File: src/rtl/reduce_adder_sched_pkg.sv
// Shared constants and pipe entry type for the reduction-table adder scheduler.
package reduce_adder_sched_pkg;
   localparam int ReductionTableSize = 8;
   localparam int IndexWidth         = 3;
   localparam int PayloadWidth       = 32;
   localparam int AdderLatency       = 14;

   typedef struct packed {
      logic                  valid;
      logic [IndexWidth-1:0] index;
   } pipe_entry_t;
endpackage

File: src/rtl/reduce_adder_sched_rr_arbiter.sv
// N-wide round-robin arbiter: first requester at or above ptr, wrapping to 0.
module rr_arbiter #(
   parameter int N  = 8,
   parameter int IW = 3
) (
   input  logic [N-1:0]  req,
   input  logic [IW-1:0] ptr,
   output logic [N-1:0]  grant,
   output logic [IW-1:0] index,
   output logic          found
);
   logic [IW-1:0] idx;

   always_comb begin
      grant = '0;
      index = '0;
      found = 1'b0;
      idx   = '0;
      for (int k = 0; k < N; k++) begin
         idx = IW'((int'(ptr) + k) % N);
         if (!found && req[idx]) begin
            found      = 1'b1;
            index      = idx;
            grant[idx] = 1'b1;
         end
      end
   end
endmodule

File: src/rtl/reduce_adder_sched.sv
// Time-shares one pipelined FP adder among the reduction-table slots and
// returns each sum tagged with the slot that issued it.
module reduce_adder_sched
   import reduce_adder_sched_pkg::*;
(
   input  logic                                   clk,
   input  logic                                   rst,
   input  logic [ReductionTableSize-1:0]          req,
   input  logic [ReductionTableSize*PayloadWidth-1:0] req_a,
   input  logic [ReductionTableSize*PayloadWidth-1:0] req_b,
   output logic [ReductionTableSize-1:0]          gnt,
   output logic [PayloadWidth-1:0]                add_a,
   output logic [PayloadWidth-1:0]                add_b,
   output logic                                   add_valid,
   input  logic [PayloadWidth-1:0]                add_sum,
   output logic                                   res_valid,
   output logic [IndexWidth-1:0]                  res_index,
   output logic [PayloadWidth-1:0]                res_data,
   output logic [ReductionTableSize-1:0]          busy,
   output logic [IndexWidth:0]                    inflight
);
   logic [ReductionTableSize-1:0] eligible;
   logic [ReductionTableSize-1:0] grant_next;
   logic [IndexWidth-1:0]         idx_next;
   logic                          found;
   logic [IndexWidth-1:0]         rr_ptr;
   logic [IndexWidth-1:0]         issue_idx;
   logic [ReductionTableSize-1:0] ret_mask;
   pipe_entry_t                   pipe [AdderLatency];
   pipe_entry_t                   tail;

   // busy still holds for a slot returning this edge, which gives the
   // one-cycle same-slot turnaround gap for free
   assign eligible = req & ~busy;
   assign tail     = pipe[AdderLatency-1];
   assign ret_mask = tail.valid ? (ReductionTableSize'(1) << tail.index) : '0;

   rr_arbiter #(
      .N  (ReductionTableSize),
      .IW (IndexWidth)
   ) u_arb (
      .req   (eligible),
      .ptr   (rr_ptr),
      .grant (grant_next),
      .index (idx_next),
      .found (found)
   );

   always_ff @(posedge clk or negedge rst) begin
      if (!rst) begin
         gnt       <= '0;
         add_a     <= '0;
         add_b     <= '0;
         add_valid <= 1'b0;
         res_valid <= 1'b0;
         res_index <= '0;
         res_data  <= '0;
         busy      <= '0;
         inflight  <= '0;
         rr_ptr    <= '0;
         issue_idx <= '0;
         for (int i = 0; i < AdderLatency; i++) pipe[i] <= '0;
      end else begin
         gnt       <= grant_next;
         add_valid <= found;
         if (found) begin
            add_a     <= req_a[int'(idx_next)*PayloadWidth +: PayloadWidth];
            add_b     <= req_b[int'(idx_next)*PayloadWidth +: PayloadWidth];
            issue_idx <= idx_next;
            rr_ptr    <= IndexWidth'((int'(idx_next) + 1) % ReductionTableSize);
         end
         // pipe is fed from the adder input register so its tail lines up with add_sum
         pipe[0] <= '{valid: add_valid, index: issue_idx};
         for (int i = 1; i < AdderLatency; i++) pipe[i] <= pipe[i-1];
         res_valid <= tail.valid;
         if (tail.valid) begin
            res_index <= tail.index;
            res_data  <= add_sum;
         end
         busy     <= (busy | grant_next) & ~ret_mask;
         inflight <= inflight + {{IndexWidth{1'b0}}, found}
                              - {{IndexWidth{1'b0}}, tail.valid};
      end
   end
endmodule
File: config.mk
export PLATFORM = sky130hd
export DESIGN_NAME = reduce_adder_sched
export DESIGN_NICKNAME = d
export VERILOG_FILES = /design/src/rtl/reduce_adder_sched_pkg.sv /design/src/rtl/reduce_adder_sched_rr_arbiter.sv /design/src/rtl/reduce_adder_sched.sv
export SDC_FILE = /design/constraint.sdc
export NUM_CORES = 1
export LEC_CHECK = 0
export ABC_AREA = 0
export BUFFER_PORTS_ARGS = -buffer_cell sky130_fd_sc_hd__buf_2
export CORE_AREA = 2 2 266 268
export CTS_CLUSTER_DIAMETER = 120
export DETAILED_ROUTE_END_ITERATION = 10
export DIE_AREA = 0 0 268 270
export PLACE_DENSITY = 0.38
export SKIP_LAST_GASP = 1
export SLEW_MARGIN = 30
export SYNTH_ARGS = -nofsm -noshare
export SYNTH_HDL_FRONTEND = slang
export SYNTH_SLANG_ARGS = --single-unit
File: constraint.sdc
create_clock -name clk -period 14.5 [get_ports clk]
set_input_delay 1.45 -clock clk [delete_from_list [all_inputs] [get_ports clk]]
set_output_delay 1.45 -clock clk [all_outputs]
set_load 0.01 [all_outputs]
Word-level counts from Yosys, hierarchy flattened
Cells that the tools add are included.

Bitwise gates (word level): 12. Reductions and logical operators: 22. Order comparisons: 16. Shift operators: 3. Multiplexer cells: 57. $add $sub $neg: 10.

Operator list (number): 256-bit by 9-bit indexed part select with 32-bit output (2); 8-bit 2-to-1 mux (9); 8-bit OR (8); 3-bit by 4-bit less-than comparator with 1-bit output (second input constant) (8); 1-bit binary-select mux with 3-bit select (8); 1-bit demux with 3-bit select (8); 3-bit by 1-bit greater-or-equal comparator with 1-bit output (second input constant) (8); 1-bit 2-to-1 mux (24); 3-bit 2-to-1 mux (8); 8-bit bitwise AND (2); 8-bit NOT (2); 1-bit logical AND (15); 3-bit adder (second input constant) (4); 1-bit by 3-bit << shifter with 8-bit output (first input constant) (1); 1-bit zero test (7); 3-bit by 1-bit adder with 3-bit output (second input constant) (2); 3-bit by 2-bit adder with 3-bit output (second input constant) (2); 4-bit by 1-bit adder with 4-bit output (1); 4-bit by 1-bit subtractor with 4-bit output (1).

Bits of input ports: 554. Output and inout port bits: 121. Logic and storage cells: 159. Register bits: 183.

Depth between registers and ports, before layout
Gate-level depths: netlist of the first run.

Depth in word-level cells: 28. Depth in mapped cells: 19.

Cells and area by module
A second synthesis of the first run with hierarchy kept.

Cell total of the unflattened synthesis: 834. Area, all modules: 10904.2 um2.

Modules (own cells, without submodules): reduce_adder_sched (area each 9466.6 um2, seq. area each 4579.4 um2, cells each 662, times used 1); rr_arbiter (area each 1437.6 um2, seq. area each 0.0 um2, cells each 172, times used 1).

Worst setup path before layout of the first run
Ideal clock, no wire load.

Path type: in2reg. Start point: in req[5]. End point: reg inflight[2]. Setup slack: 9.317 ns. Cell stages on the path: 15. Arrival time: 5.061 ns. Path through: and4b_1 o41a_1 or2_1 or4_1 buf_2 or3_1 buf_2 nor3_4 clkbuf_1 ha_1 inv_1 ha_1 inv_1 fa_1 xnor2_1.

Longest elaborated chain between the ends: 27.

Ends and longest elaborated chain: start, declared (line reduce_adder_sched.sv:8) `input logic [ReductionTableSize-1:0] req,`; 8-bit bitwise AND (*) (line reduce_adder_sched.sv:34) `assign eligible = req & ~busy;`; 1-bit binary-select mux with 3-bit select (line reduce_adder_sched_rr_arbiter.sv:21) `if (!found && req[idx]) begin`; 1-bit 2-to-1 mux (implied by the code) (line reduce_adder_sched_rr_arbiter.sv:21); 1-bit 2-to-1 mux (line reduce_adder_sched_rr_arbiter.sv:21); 1-bit zero test (line reduce_adder_sched_rr_arbiter.sv:21); 1-bit logical AND (line reduce_adder_sched_rr_arbiter.sv:21); 1-bit 2-to-1 mux (line reduce_adder_sched_rr_arbiter.sv:21); 1-bit zero test (line reduce_adder_sched_rr_arbiter.sv:21); (+11 left out); 1-bit zero test (line reduce_adder_sched_rr_arbiter.sv:21); 1-bit logical AND (line reduce_adder_sched_rr_arbiter.sv:21); 1-bit 2-to-1 mux (line reduce_adder_sched_rr_arbiter.sv:21); 1-bit zero test (line reduce_adder_sched_rr_arbiter.sv:21); 1-bit logical AND (line reduce_adder_sched_rr_arbiter.sv:21); 1-bit 2-to-1 mux (*) (line reduce_adder_sched_rr_arbiter.sv:21); 4-bit by 1-bit adder with 4-bit output (*) (line reduce_adder_sched.sv:81) `inflight <= inflight + {{IndexWidth{1'b0}}, found}`; 4-bit by 1-bit subtractor with 4-bit output (*) (line reduce_adder_sched.sv:82) `- {{IndexWidth{1'b0}}, tail.valid};`; end signal, assigned (line reduce_adder_sched.sv:81); end, declared (line reduce_adder_sched.sv:20) `output logic [IndexWidth:0] inflight`.

Every way passes the cells marked *; elsewhere a longest branch is shown, timed or not. The select of a mux whose other input is x is not followed. A chain may end at the register's enable or synchronous reset.

Worst setup path after layout of the first run
Start point: reg rr_ptr[1]. End point: reg add_a[3].

Longest elaborated chain between the ends: 25.

Ends and longest elaborated chain: start, declared (line reduce_adder_sched.sv:26) `logic [IndexWidth-1:0] rr_ptr;`; start signal, assigned (line reduce_adder_sched.sv:70) `rr_ptr <= IndexWidth'((int'(idx_next) + 1) % ReductionTableSize);`; branches (longest 25 deep; another with 3-bit by 1-bit adder with 3-bit output); end signal, assigned (line reduce_adder_sched.sv:67) `add_a <= req_a[int'(idx_next)*PayloadWidth +: PayloadWidth];`; end, declared (line reduce_adder_sched.sv:12) `output logic [PayloadWidth-1:0] add_a,`.

Parallel ways; which one is timed is not known. The select of a mux whose other input is x is not followed.

==> impl_metrics.toml, run 1 <==
[outcome]
status = "finished, final reports clean"

[global_routing]
grt_antenna_before_repair = 24
gr-total-overflow = 0
grt_max_degree = 83
grt.total_usage_pct = 18.0
grt_pass1_wl_mm = 95.6
grt_pass1_vias = 13600

[worst_setup_path]
start_kind = "flip-flop"
cp_slowest_cell = "dfrtp_1"
worstPathMaxFanout = 64
reg2reg_from = "rr_ptr[1]"
worstPathArrival_ns = 7.65
crit_family = "buffers and inverters"
slowest_delay_ns = 0.79
crit_chain = "clkinv_1 > ha_1 > inv_2 > mux4_2 > or4_1 > or3_1 > nand2b_4 > and2_4 > inv_6 > buf_6 > buf_4 > mux2i_1 > o221a_1 > o31ai_1"
rr_worst_depth = 14
r2r_end = "add_a[3]"
crit_buf_inv = 5
crit_required_ns = 14.87
worstSetupPathType = "flip-flop to flip-flop"
end_kind = "flip-flop"
cp.depth = 14
rrSetupSlack_ns = 7.22

[timing]
rsz0062_at_grt = "false"
final_hold_viol_count = 0
max_freq_mhz = 137
maxSlewViolCount = 0
setup_viol_count_final = 0
tightest_slew_ns = 0.909
tns_ns = 0
relSlewSlack_pct = 39.4
min_period_ns = 7.28
skew_ns = 0.0230
period_share_pct = 50.2

[floorplanning]
core_mm2 = 0.0695
dieArea_mm2 = 0.0724
die_w_um = 268
io_pins = 675
die_y_um = 270
fp-row-count = 97
start_util_pct = 17.7

[route]
met3_length_mm = 4.85
wl_per_cell_um = 24.8
met2_length_mm = 32.8
antenna_left = 0
wl_met1_mm = 27.7
drc = 0
drt_iter0_markers = 974
vias = 13300
drt-pass1-iter-count = 5
viasPerCell = 4.89
routed_wl_mm = 67.3
routed.top_layer = "met5"

[synth]
synth_edf_count = 0
synth_top_family_by_area = "compound AO/OA/AOI/OAI gates"
synth-seq-area-share_pct = 37.1
synth_cells = 1148
syn_area_mm2 = 0.0123
synth_mux_area_share_pct = 21.6
async_reset_ff_share_pct = 100
ys_seq_elements = 183
yosys_warnings = 0
synth_cell_types = 69
syn-num-nets = 1714
synth_xor_area_share_pct = 0.426
synth_compound_gate_area_share_pct = 25.9
synth_fa_ha_area_share_pct = 1.28
synthSimpleGateAreaFrac_pct = 8.54
syn_avg_cell_area_um2 = 10.7
ys.flop_type = "dfrtp_1"

[cts]
htreeDepth = 4
clkSinkCount = 183
clock_path_buffers = 2
cts_tree = "yes"
postCtsSetupRepairBufs = 0
cts_hold_buf = 0
clock_latency_ns = 0.50
cts_root_buffer = "clkbuf_16"
numCtsBuffers = 17
clk_pin_slew_ns = 0.08
ctsResizeCount = 0

[finish]
layout.nets = 2320
final_core_util_pct = 24.7
area_growth_pct = 39.3
drive_above_1_share_pct = 49.0

[min_path]
hold_depth = 0
hold_class = "flip-flop to flip-flop"
worstHoldStart = "pipe[38]"
hold_end = "pipe[34]"

[placement]
numPortBuffers = 674
place.gp.congestion = 0.955
hpwlAfterDp_mm = 50.3

[flow_run]
maxCapViolCount = 0
## worst reg2reg max path, stage by stage (launching register included)
cell	delay (ns)
dfrtp_1	0.79
clkinv_1	0.46
ha_1	0.79
inv_2	0.23
mux4_2	0.41
or4_1	0.70
or3_1	0.57
nand2b_4	0.52
and2_4	0.38
inv_6	0.36
buf_6	0.64
buf_4	0.75
mux2i_1	0.30
o221a_1	0.21
o31ai_1	0.07
## through the flow
stage	instance area (um^2)	hold slack [ns]	std cells	worst slack [ns]
2_1_floorplan	12300	0.331	1148	9.32
3_3_place_gp	16500	0.332	2674	6.97
3_5_place_dp	16500	0.335	2674	7.13
4_1_cts	17100	0.347	2706	7.12
5_1_grt	17200	0.344	2716	6.74
6_report	17200	0.341	2716	7.22
## per-layer routing
metal  GRT usage (%)  vias up
met5               0        -
met4            5.53       24
met3            5.08      111
met2            30.3      640
met1            22.3     6695
li1                -     5807
## cell usage after synthesis (4+ instances only)
library cell	instances	area, um^2
xnor2_1	4	35.0
inv_2	5	18.8
o31ai_2	10	125
o221ai_2	11	165
buf_4	21	158
o221ai_1	85	744
o221a_1	30	338
o32a_1	6	60.1
dfrtp_1	183	4580
ha_1	11	138
a221o_1	18	180
o22a_1	47	412
a21oi_1	11	55.1
nand2b_1	13	81.3
mux4_2	30	676
nor2_1	64	240
buf_1	10	37.5
nand2_1	120	450
o31ai_1	37	278
inv_1	11	41.3
clkbuf_1	46	173
buf_2	27	135
buf_6	5	56.3
o22ai_1	64	400
o221a_2	17	191
a2bb2oi_1	5	43.8
mux2_2	48	541
a222oi_1	4	40.0
mux2i_1	144	1440
## cell usage in the layout, fill, tap and decap left out, drive strengths merged, types with 3 or more instances in the layout
| cell type | n |
|---|---|
| dfrtp | 183 |
| inv | 24 |
| a222oi | 4 |
| buf | 696 |
| a21oi | 11 |
| clkbuf | 19 |
| diode | 9 |
| and2 | 3 |
| a221o | 18 |
| a2bb2oi | 5 |
| xnor2 | 4 |
| mux2i | 144 |
| nor2b | 3 |
| o21a | 3 |
| ha | 11 |
| o31ai | 47 |
| o221a | 47 |
| nand2 | 120 |
| nor2 | 64 |
| or2 | 6 |
| mux2 | 48 |
| o22a | 47 |
| mux4 | 30 |
| clkinv | 7 |
| nand2b | 14 |
| o32a | 6 |
| o221ai | 96 |
| nor3 | 4 |
| o22ai | 64 |
| nand3 | 3 |
## registers in the layout, summed over array words and instances, names as in the netlist
name / flops
add_b: 32
res_data: 32
res_valid: 1
inflight: 4
add_a: 32
busy: 8
add_valid: 1
pipe: 56
gnt: 8
rr_ptr: 3
issue_idx: 3
res_index: 3
## worst max-delay path by stage
stage / from / end / slack (ns)
2_1_floorplan: req[5] / inflight[2] / 9.32
3_3_place_gp: rr_ptr[1] / add_a[10] / 6.97
3_5_place_dp: rr_ptr[1] / add_a[2] / 7.13
4_1_cts: rr_ptr[1] / add_a[3] / 7.12
5_1_grt: rr_ptr[1] / add_b[9] / 6.74
6_report: rr_ptr[1] / add_a[3] / 7.22
## layout make-up
| cell class | count | area, um^2 |
|---|---|---|
| fill | 7587 | 52400 |
| multi-input combinational | 838 | 7150 |
| sequential | 183 | 4580 |
| timing repair buffer | 697 | 3580 |
| tap | 940 | 1180 |
| clock buffer | 18 | 429 |
| clock inverter | 14 | 173 |
| inverter | 17 | 68.8 |
| antenna | 9 | 22.5 |
## kinds of logic after synthesis
logic type / count (synthesis)
XOR/XNOR: 6
AO/OA/AOI/OAI: 365
AND/OR/NAND/NOR: 233
multiplexers: 222
buffers and inverters: 127
adder cells (fa/ha/maj): 12
flip-flops: 183
Power of run 1 is left out: the tool's default activity adds up to more than one toggle a clock period on the data nets, which glitch-free logic cannot reach.
==> run 2: changes to the inputs <==
--- a/config.mk
+++ b/config.mk
@@ -5,13 +5,13 @@
 export SDC_FILE = /design/constraint.sdc
 export NUM_CORES = 1
 export LEC_CHECK = 0
-export ABC_AREA = 0
+export ABC_AREA = 1
 export BUFFER_PORTS_ARGS = -buffer_cell sky130_fd_sc_hd__buf_2
-export CORE_AREA = 2 2 266 268
+export CORE_AREA = 2 2 263 265
 export CTS_CLUSTER_DIAMETER = 120
 export DETAILED_ROUTE_END_ITERATION = 10
-export DIE_AREA = 0 0 268 270
-export PLACE_DENSITY = 0.38
+export DIE_AREA = 0 0 265 267
+export PLACE_DENSITY = 0.39
 export SKIP_LAST_GASP = 1
 export SLEW_MARGIN = 30
 export SYNTH_ARGS = -nofsm -noshare
==> constraint.sdc (replaced) <==
create_clock -name clk -period 7.6 [get_ports clk]
set_input_delay 0.76 -clock clk [delete_from_list [all_inputs] [get_ports clk]]
set_output_delay 0.76 -clock clk [all_outputs]
set_load 0.01 [all_outputs]
==> run 2 against run 1 <==
Compared with the run above:
- clock skew decreased by 0.0042 ns
- final cell count is 22% higher
- core utilization grew 0.75 points
- worst hold slack got worse by 0.053 ns
- highest routed layer unchanged
- critical endpoint is now add_b[11]
- global-route usage is 0.37 points lower
- register-to-register slack got worse by 4.9 ns
- die area is 2.2% lower
==> impl_metrics.toml, run 2 <==
[outcome]
status = "finished, final reports clean"

[timing]
setup_viol_count_final = 0
min_period_ns = 5.31
max_freq_mhz = 188
relSlewSlack_pct = 36.2
period_share_pct = 69.9
rsz0062_at_grt = "false"
final_hold_viol_count = 0
maxSlewViolCount = 0
skew_ns = 0.0187
tightest_slew_ns = 0.956
tns_ns = 0

[global_routing]
grt_pass1_vias = 15200
grt_max_degree = 193
grt_antenna_before_repair = 10
gr-total-overflow = 0
grt.total_usage_pct = 17.7
grt_pass1_wl_mm = 94.8

[synth]
synth_area_leaders = "dfrtp_1 36%, nand3_1 24%, nand2_1 18%"
syn-num-nets = 2421
syn_area_mm2 = 0.0127
ys_seq_elements = 183
yosysMostFrequentCell = "nand3_1"
synth_area_leader_cell = "dfrtp_1"
ys.flop_type = "dfrtp_1"
synth_top_cells_by_count = "615 x nand3_1, 610 x nand2_1, 183 x dfrtp_1"
yosys_warnings = 0
synth_edf_count = 0
syn_avg_cell_area_um2 = 6.86
synth_cell_types = 40
synth-seq-area-share_pct = 36.0
synth_cells = 1855
synth_top_area_share_pct = 36.0
async_reset_ff_share_pct = 100

[cts]
postCtsSetupRepairBufs = 0
clock_latency_ns = 0.48
cts_root_buffer = "clkbuf_16"
clock_path_buffers = 2
clkSinkCount = 183
ctsResizeCount = 0
cts_hold_buf = 0
htreeDepth = 4
numCtsBuffers = 17
clk_pin_slew_ns = 0.09
cts_tree = "yes"

[worst_setup_path]
worstSetupPathType = "flip-flop to flip-flop"
crit_family = "simple AND/OR/NAND/NOR gates"
start_kind = "flip-flop"
crit_required_ns = 7.96
cp_slowest_cell = "ha_1"
crit_chain = "buf_4 > inv_2 > ha_1 > inv_1 > nand3_1 > nand3_1 > nand2_2 > nor2_4 > nand4_4 > nor2_4 > nand2_1 > nand2_1 > nand2_8 > buf_12 > nand3_1 > nand3_1 > nand3_1 > nand2_1 > nand2_1 > nand2_1"
slowest_delay_ns = 0.54
worstPathArrival_ns = 5.68
end_kind = "flip-flop"
worstPathMaxFanout = 132
crit_buf_inv = 4

[floorplanning]
die_y_um = 267
core_mm2 = 0.0680
dieArea_mm2 = 0.0708
start_util_pct = 18.7
fp-row-count = 96
io_pins = 675
die_w_um = 265

[route]
routed_wl_mm = 64.6
viasPerCell = 4.61
drc = 0
drt-pass1-iter-count = 5
wl_per_cell_um = 19.4
drt_iter0_markers = 987
antenna_left = 0
vias = 15300

[finish]
drive_above_1_share_pct = 33.6
largest_reg_flops = 56
mostFrequentLayoutCell = "buf_2"
layout_common_cells = "673 x buf_2, 615 x nand3_1, 609 x nand2_1"
layout.nets = 2993
area_growth_pct = 35.9
top_register = "pipe"

[placement]
hpwlAfterDp_mm = 49.4
place.gp.congestion = 0.880
numPortBuffers = 674

[min_path]
hold_class = "primary input to async pin"

[flow_run]
maxCapViolCount = 0
run 2: changes by cell type in the layout (fill, tap and decap cells not counted), moves of 37 or more:
cell      before  now
inv_1         11   73
o22a_1        47    0
o22ai_1       64    6
o31ai_1       37    0
nand2_1      118  609
mux2i_1      144    0
o221ai_1      85    0
nand3_1        3  615
run 2: worst reg2reg max path: cells and delay by family (launching register included):
kind | cells | cell delay (ns)
and+or+nand+nor | 15 | 2.54
buffers and inverters | 4 | 1.76
adders and majority gates | 1 | 0.55
DFF | 1 | 0.37
run 2: final cells by class:
cell class / count / area [um^2]
antenna: 5 / 12.5
clock buffer: 18 / 439
clock inverter: 14 / 155
fill: 7730 / 50700
inverter: 84 / 319
multi-input combinational: 1445 / 7060
sequential: 183 / 4580
tap: 882 / 1100
timing repair buffer: 696 / 3630
run 2: path summary, 6_finish.rpt:
check / to / start / cells past startpoint / slack (ns)
max: add_b[11] / rr_ptr[0] / 20 / 2.29
min: add_a[10] / rst / 1 / 0.29
max reg2reg: add_b[11] / rr_ptr[0] / 20 / 2.29
min reg2reg: pipe[0] / pipe[4] / 0 / 0.34
max in group asynchronous: add_b[15] / rst / 2 / 5.98
min in group clk: pipe[0] / pipe[4] / 0 / 0.34
run 2: metal layers:
layer	track usage [%]	up-vias	part of all wire (%)
met5	0	-	0.020
met4	5.92	2	2.6
met3	3.33	75	6.0
met2	31.3	626	50
met1	21.4	7284	41
li1	-	7335	-
run 2: kinds of logic (layout without fill, tap and decap cells):
kind of cell	Yosys count	count (layout)	synth area share [%]
AO/OA/AOI/OAI	73	73	3.63
XOR/XNOR	3	3	0.206
adder cells (fa/ha/maj)	12	12	1.24
buffers and inverters	227	812	8.96
flip-flops	183	183	36.0
multiplexers	32	32	2.83
other	0	5	0
AND/OR/NAND/NOR	1325	1325	47.2
run 2: metrics by stage:
step                area, um^2  hold slack (ns)  worst slack, ns  cells  utilization (%)
finish                   17300            0.288             2.29   3327             25.4
floorplan                12700            0.331             3.43   1855                -
global route             17300            0.321             1.91   3326             25.4
detailed placement       16700            0.335             2.35   3290             24.6
global placement         16700            0.332             2.49   3289             24.5
CTS                      17300            0.318             2.33   3322             25.4
Power of run 2 is left out for the same reason.
